--- config.mk ---
export PLATFORM = sky130hd
export DESIGN_NAME = alu_cmd_queue
export DESIGN_NICKNAME = d
export VERILOG_FILES = /design/src/rtl/alu_pkg.sv /design/src/rtl/alu_cmd_fifo.sv /design/src/rtl/alu_cmd_queue.sv
export SDC_FILE = /design/constraint.sdc
export NUM_CORES = 1
export LEC_CHECK = 0
export CAP_MARGIN = 30
export CORE_ASPECT_RATIO = 0.75
export CORE_MARGIN = 3
export CORE_UTILIZATION = 52
export CTS_BUF_LIST = sky130_fd_sc_hd__clkbuf_16
export DETAILED_ROUTE_END_ITERATION = 7
export GPL_ROUTABILITY_DRIVEN = 1
export GPL_TIMING_DRIVEN = 0
export PLACE_DENSITY = 0.78
export SLEW_MARGIN = 20
export SYNTH_ARGS = -nofsm -noshare
export SYNTH_HDL_FRONTEND = slang
export SYNTH_SLANG_ARGS = --single-unit
export TNS_END_PERCENT = 1
--- constraint.sdc ---
create_clock -name clk -period 2.6 [get_ports clk]
set_input_delay 0.26 -clock clk [delete_from_list [all_inputs] [get_ports clk]]
set_output_delay 0.26 -clock clk [all_outputs]
set_load 0.05 [all_outputs]
--- src/rtl/alu_pkg.sv ---
// Shared opcode encoding, command payload and issue-FSM state encoding.
package alu_pkg;

  localparam int unsigned A_W   = 4;
  localparam int unsigned SEL_W = 3;
  localparam int unsigned Y_W   = 8;
  localparam int unsigned CMD_W = 11;

  localparam logic [SEL_W-1:0] OP_ADD = 3'b000;
  localparam logic [SEL_W-1:0] OP_SUB = 3'b001;
  localparam logic [SEL_W-1:0] OP_AND = 3'b010;
  localparam logic [SEL_W-1:0] OP_OR  = 3'b011;
  localparam logic [SEL_W-1:0] OP_XOR = 3'b100;
  localparam logic [SEL_W-1:0] OP_NOT = 3'b101;
  localparam logic [SEL_W-1:0] OP_MUL = 3'b110;
  localparam logic [SEL_W-1:0] OP_CMP = 3'b111;

  // Command as stored in the FIFO: {sel, a, b}.
  typedef struct packed {
    logic [SEL_W-1:0] sel;
    logic [A_W-1:0]   a;
    logic [A_W-1:0]   b;
  } cmd_t;

  typedef enum logic [1:0] {
    ST_IDLE    = 2'd0,
    ST_CAPTURE = 2'd1,
    ST_HOLD    = 2'd2
  } state_e;

endpackage

--- src/rtl/alu_cmd_fifo.sv ---
// Synchronous command FIFO; push into full and pop from empty are ignored.
module alu_cmd_fifo
  import alu_pkg::*;
#(
  parameter  int unsigned DEPTH = 4,
  parameter  int unsigned WIDTH = CMD_W,
  localparam int unsigned PW    = $clog2(DEPTH),
  localparam int unsigned LW    = $clog2(DEPTH) + 1
) (
  input  logic             clk,
  input  logic             rst,
  input  logic             push,
  input  logic [WIDTH-1:0] din,
  input  logic             pop,
  output logic [WIDTH-1:0] dout,
  output logic             full,
  output logic             empty,
  output logic [LW-1:0]    level
);

  logic [WIDTH-1:0] mem_q [DEPTH];
  logic [WIDTH-1:0] mem_d [DEPTH];
  logic [PW-1:0]    wr_ptr_q, wr_ptr_d;
  logic [PW-1:0]    rd_ptr_q, rd_ptr_d;
  logic [LW-1:0]    level_q, level_d;
  logic             do_push, do_pop;

  assign full    = (level_q == LW'(DEPTH));
  assign empty   = (level_q == '0);
  assign level   = level_q;
  assign dout    = mem_q[rd_ptr_q];
  assign do_push = push & ~full;
  assign do_pop  = pop & ~empty;

  // Next storage, pointers (natural power-of-two wrap) and occupancy.
  always_comb begin
    mem_d    = mem_q;
    wr_ptr_d = wr_ptr_q;
    rd_ptr_d = rd_ptr_q;
    level_d  = level_q;
    if (do_push) begin
      mem_d[wr_ptr_q] = din;
      wr_ptr_d        = wr_ptr_q + PW'(1);
    end
    if (do_pop) begin
      rd_ptr_d = rd_ptr_q + PW'(1);
    end
    case ({do_push, do_pop})
      2'b10:   level_d = level_q + LW'(1);
      2'b01:   level_d = level_q - LW'(1);
      default: level_d = level_q;
    endcase
  end

  // Pointer and occupancy registers.
  always_ff @(posedge clk) begin
    if (rst) begin
      wr_ptr_q <= '0;
      rd_ptr_q <= '0;
      level_q  <= '0;
    end else begin
      wr_ptr_q <= wr_ptr_d;
      rd_ptr_q <= rd_ptr_d;
      level_q  <= level_d;
    end
  end

  // Storage array; contents are qualified by the pointers, so no reset.
  always_ff @(posedge clk) begin
    mem_q <= mem_d;
  end

endmodule

--- src/rtl/alu_cmd_queue.sv ---
// Buffers ALU commands, issues them one at a time and holds each result until taken.
module alu_cmd_queue
  import alu_pkg::*;
#(
  parameter  int unsigned DEPTH = 4,
  localparam int unsigned LW    = $clog2(DEPTH) + 1
) (
  input  logic          clk,
  input  logic          rst,
  input  logic          s_valid,
  output logic          s_ready,
  input  logic [3:0]    s_a,
  input  logic [3:0]    s_b,
  input  logic [2:0]    s_sel,
  output logic [3:0]    alu_a,
  output logic [3:0]    alu_b,
  output logic [2:0]    alu_sel,
  input  logic [7:0]    alu_y,
  output logic          m_valid,
  input  logic          m_ready,
  output logic [7:0]    m_y,
  output logic [2:0]    m_sel,
  output logic [LW-1:0] level
);

  state_e     state_q, state_d;
  logic [3:0] alu_a_q, alu_a_d;
  logic [3:0] alu_b_q, alu_b_d;
  logic [2:0] alu_sel_q, alu_sel_d;
  logic       m_valid_q, m_valid_d;
  logic [7:0] m_y_q, m_y_d;
  logic [2:0] m_sel_q, m_sel_d;

  cmd_t push_cmd, head_cmd;
  logic fifo_full, fifo_empty, fifo_push_c, fifo_pop_c;

  assign push_cmd    = '{sel: s_sel, a: s_a, b: s_b};
  assign s_ready     = ~fifo_full;
  assign fifo_push_c = s_valid & ~fifo_full;

  alu_cmd_fifo #(
    .DEPTH (DEPTH),
    .WIDTH (CMD_W)
  ) u_fifo (
    .clk   (clk),
    .rst   (rst),
    .push  (fifo_push_c),
    .din   (push_cmd),
    .pop   (fifo_pop_c),
    .dout  (head_cmd),
    .full  (fifo_full),
    .empty (fifo_empty),
    .level (level)
  );

  // Issue FSM: pop/load operands, give the ALU a cycle, then hold the result.
  always_comb begin
    state_d    = state_q;
    alu_a_d    = alu_a_q;
    alu_b_d    = alu_b_q;
    alu_sel_d  = alu_sel_q;
    m_valid_d  = m_valid_q;
    m_y_d      = m_y_q;
    m_sel_d    = m_sel_q;
    fifo_pop_c = 1'b0;
    case (state_q)
      ST_IDLE: begin
        if (!fifo_empty) begin
          fifo_pop_c = 1'b1;
          alu_a_d    = head_cmd.a;
          alu_b_d    = head_cmd.b;
          alu_sel_d  = head_cmd.sel;
          state_d    = ST_CAPTURE;
        end
      end
      ST_CAPTURE: begin
        m_y_d     = alu_y;
        m_sel_d   = alu_sel_q;
        m_valid_d = 1'b1;
        state_d   = ST_HOLD;
      end
      ST_HOLD: begin
        if (m_ready) begin
          m_valid_d = 1'b0;
          if (!fifo_empty) begin
            fifo_pop_c = 1'b1;
            alu_a_d    = head_cmd.a;
            alu_b_d    = head_cmd.b;
            alu_sel_d  = head_cmd.sel;
            state_d    = ST_CAPTURE;
          end else begin
            state_d = ST_IDLE;
          end
        end
      end
      default: state_d = ST_IDLE;
    endcase
  end

  // State, operand and result registers.
  always_ff @(posedge clk) begin
    if (rst) begin
      state_q   <= ST_IDLE;
      alu_a_q   <= '0;
      alu_b_q   <= '0;
      alu_sel_q <= '0;
      m_valid_q <= 1'b0;
      m_y_q     <= '0;
      m_sel_q   <= '0;
    end else begin
      state_q   <= state_d;
      alu_a_q   <= alu_a_d;
      alu_b_q   <= alu_b_d;
      alu_sel_q <= alu_sel_d;
      m_valid_q <= m_valid_d;
      m_y_q     <= m_y_d;
      m_sel_q   <= m_sel_d;
    end
  end

  assign alu_a   = alu_a_q;
  assign alu_b   = alu_b_q;
  assign alu_sel = alu_sel_q;
  assign m_valid = m_valid_q;
  assign m_y     = m_y_q;
  assign m_sel   = m_sel_q;

endmodule

==> results.txt <==
Across all hold checks on the routed design, the worst slack comes to 328 ps. Walking the worst path, the cells encountered are nor3_2, nor3_2, clkbuf_4, ha_1, inv_1, fa_1, xor2_1, or3_1, a21oi_1. Buffers placed on the I/O ports in this run total 48. The run gives 0 as the max-slew violation total from the final report.

Across the run, the number of max-cap violations was 0. The run gives 0.711 as the share of the core filled with cells. For this run, the post-layout net count is 295.

0 antenna diodes ended up in the layout. Dividing the detail-routed wire length by the instance count gives 16.1 um. At the placement stage, the worst setup path has a slack of -202 ps. The residual DRC count came out at 0.

By startpoint and endpoint, the worst setup path is classified as flip-flop to flip-flop. The starting utilization of the core area is 0.548. The tools report the number of top-level pins as 50. The tools report the total length of routed wires as 5.58 mm. The run finished with clean final reports. The launching element type of the critical path is a flip-flop. Buffers inserted during clock tree synthesis total 9.

Setup repair after global routing left no endpoint under its margin. The area of all placed cells without fillers is 3870 sq um, and the actual transition at the worst max-transition pin is 595 ps. The via count of the first global-routing pass was 1698. The number of setup violations in the final report is 0. The classification of the worst-slack hold path is primary input to flip-flop. The first global-routing pass estimated 9.02 mm of wire. The final critical-path setup slack came out at 209 ps. For the post-placement cell count, the log shows 330. The Yosys step of the flow raised 0 warnings. After detailed routing, the number of vias per cell comes to 5.29.

Of all nets on the critical path, the largest fanout is 10. The share of post-route cells with drive strength above 1 was 0.0923. The pre-antenna-repair detailed-routing pass consisted of 4 iterations.

The run gives 0.186 as the global-route total usage across every layer. Data on the critical path is required at its endpoint by 2850 ps. The number of routed nets with antenna violations came out at 0. Among the stages of the critical path, the cell type that occurs most often is sky130_fd_sc_hd__nor3_2. STA classifies the critical path endpoint as a flip-flop. For the maximum number of pins on one net before global-route repair, the log shows 14. The final-layout fill cell count is 355, and the share of the clock period used by the worst path is 0.919.

Counting both buffers and inverters, the worst setup path holds a total of 2. The total overflow left after global routing is 0. The run gives 3560 sq um as the total placed instance area. Dividing total power by cell area gives a power density of 1150 nW/um^2. Measured along the x axis, the die boundary spans 93.4 um. Post-CTS timing repair inserted 0 buffers for setup. The tools report the timing-limited maximum frequency as 418 MHz. The average instance area after synthesis works out to 14.4 sq um. The maximum clock skew at final layout came out at 7.57 ps. Data arrival at the endpoint of the critical path: 2640 ps.

The floorplan die height was 71.6 um. The die covers 6690 sq um. Dominant delay contributor by cell family on the critical path: simple AND/OR/NAND/NOR gates. TritonCTS built the clock tree. Counting every net in the synthesized netlist gives 236.

For the number of endpoints with negative hold slack in the final report, the log shows 0. The analysis attributes to cell leakage a power of 1.36 nW. The area overhead of the layout relative to synthesis works out to 29.8%.

The core region is 5440 sq um. The placer congestion estimate is 0.766. Detailed placement ended at an HPWL of 3.66 mm. The worst setup slack for register-to-register paths was 210 ps; the initial antenna violation count was 0. On the worst path, the slowest cell contributes a delay of 410 ps. CTS placed an instance of sky130_fd_sc_hd__clkbuf_16 at the clock tree root.

Clock network latency to the later pin of the worst-skew pair: 330 ps. The portion of the post-synthesis area used by sequential elements was 0.658; the worst voltage drop across the vdd grid was 0.000581 V. Counting every instance in the synthesized netlist gives 207. In this run, synthesis produced a sequential element count of 76. The floorplan has 23 rows. The largest individual stage delay along the critical path comes from the cell sky130_fd_sc_hd__dfxtp_1. The minimum clock period after layout was 2390 ps; the number of distinct library cells after synthesis was 32. The run gives 0.603 as the relative max-transition margin.

After synthesis the cells add up to 2980 sq um. The total number of vias is 1832, and the number of standard cells in the layout, taps in and fillers out is 346. Clock tree synthesis found a total of 76 sinks. After clock tree synthesis, the clock-pin slew on the worst setup and hold paths is 60 ps. The clock passes through at most 2 buffers. The number of H-tree branching levels came out at 3.

For this block, the initial DRC count from the detailed router was 131.
==> logic make-up (layout without fill, tap and decap cells) <==
family | Yosys count | count (layout) | share of synthesized area
flops | 76 | 76 | 0.658
simple gates | 57 | 57 | 0.0995
compound gates | 34 | 34 | 0.0743
buf+inv | 20 | 84 | 0.0336
mux | 12 | 12 | 0.101
fa+ha+maj | 6 | 6 | 0.0277
xor+xnor | 2 | 2 | 0.00588
==> report_power, final <==
| group | total [W] | switching (W) | internal (W) |
|---|---|---|---|
| sequential | 0.00161 | 0.000115 | 0.00150 |
| combinational | 0.00161 | 0.00101 | 0.000595 |
| clock | 0.00123 | 0.000441 | 0.000790 |
| total | 0.00445 | 0.00157 | 0.00288 |
==> layer usage <==
layer	up-vias	routed length, um	GRT usage
met2	52	2700	0.285
li1	889	-	-
met1	887	2490	0.243
met4	0	56	0.0780
met3	4	340	0.0661
met5	-	0	0
==> through the flow <==
| stage | total power (W) | TNS [ps] |
|---|---|---|
| finish | 0.00445 | 0 |
| global route | 0.00467 | 0 |
| CTS | 0.00447 | 0 |
| detailed placement | 0.00323 | -202 |
| global placement | 0.00319 | -99.0 |
| floorplan | 0.00273 | 0 |
==> cells in the final DEF (no fill, tap or decap), drive strengths merged <==
master	instances
buf	7
dfxtp	32
nor3	2
edfxtp	44
nor2	5
ha	5
clkbuf	16
a21o	2
nor4	1
clkinv	3
nand3	2
inv	9
nand2b	12
a211oi	1
or3b	1
o2bb2ai	11
a21oi	17
mux4	11
or4	1
nor4b	1
fa	1
o31ai	1
mux2	1
clkdlybuf4s50	48
and3	4
xor2	2
or3	1
bufinv	1
o21ai	2
nand2	24
nor2b	3
==> cell usage after synthesis (all sizes together) <==
master,count,area [sq um]
dfxtp,32,641
ha,5,62.6
buf,8,55.0
edfxtp,44,1320
nand3,2,10.0
a21oi,17,85.1
nor2,5,18.8
inv,7,26.3
clkbuf,5,18.8
nor3,2,15.0
nor4b,1,8.76
o2bb2ai,11,96.3
fa,1,20.0
or3b,1,8.76
or4,1,7.51
a21o,2,15.0
o31ai,1,7.51
or3,1,6.26
mux4,11,289
o21ai,2,10.0
nand2,24,90.1
xor2,2,17.5
nand2b,12,75.1
a211oi,1,7.51
nor2b,3,18.8
nor4,1,12.5
and3,4,25.0
mux2,1,11.3
==> layout make-up <==
class	count	area (sq um)	area share
plain buffers	13	76.3	0.0197
clock buffers	10	250	0.0647
clock inverters	6	55.1	0.0142
inverters	7	26.3	0.00679
multi-input cells	111	923	0.239
flip-flops and latches	76	1960	0.507
well taps	75	93.8	0.0243
repair buffers	48	480	0.124
==> flip-flops by register name, summed over array words and instances (netlist names) <==
signal           count
alu_a                4
u_fifo.mem_q        44
u_fifo.wr_ptr_q      2
u_fifo.rd_ptr_q      2
m_valid              1
u_fifo.level         3
m_y                  8
m_sel                3
alu_sel              3
alu_b                4
state_q              2
==> worst min-delay path: stages <==
cell and delay (ps):
sky130_fd_sc_hd__buf_1 170, sky130_fd_sc_hd__nand3_1 120, sky130_fd_sc_hd__a21oi_1 50
==> final timing paths <==
| kind | start | endpoint | cells after the start |
|---|---|---|---|
| min | s_valid | u_fifo.wr_ptr_q[1]$_SDFFE_PP0P_ | 3 |
| max reg2reg | u_fifo.level[0]$_SDFFE_PP0P_ | u_fifo.level[2]$_SDFFE_PP0P_ | 9 |
| min reg2reg | m_y[0]$_SDFFE_PP0P_ | m_y[0]$_SDFFE_PP0P_ | 2 |
| max | u_fifo.level[0]$_SDFFE_PP0P_ | u_fifo.level[2]$_SDFFE_PP0P_ | 9 |
==> repair_timing <==
action | in CTS | in global routing
hold buffers | 0 | 0
resized for setup | 0 | 2
endpoints found under the setup margin | 0 | 1
(Power assumes the default switching activity.)
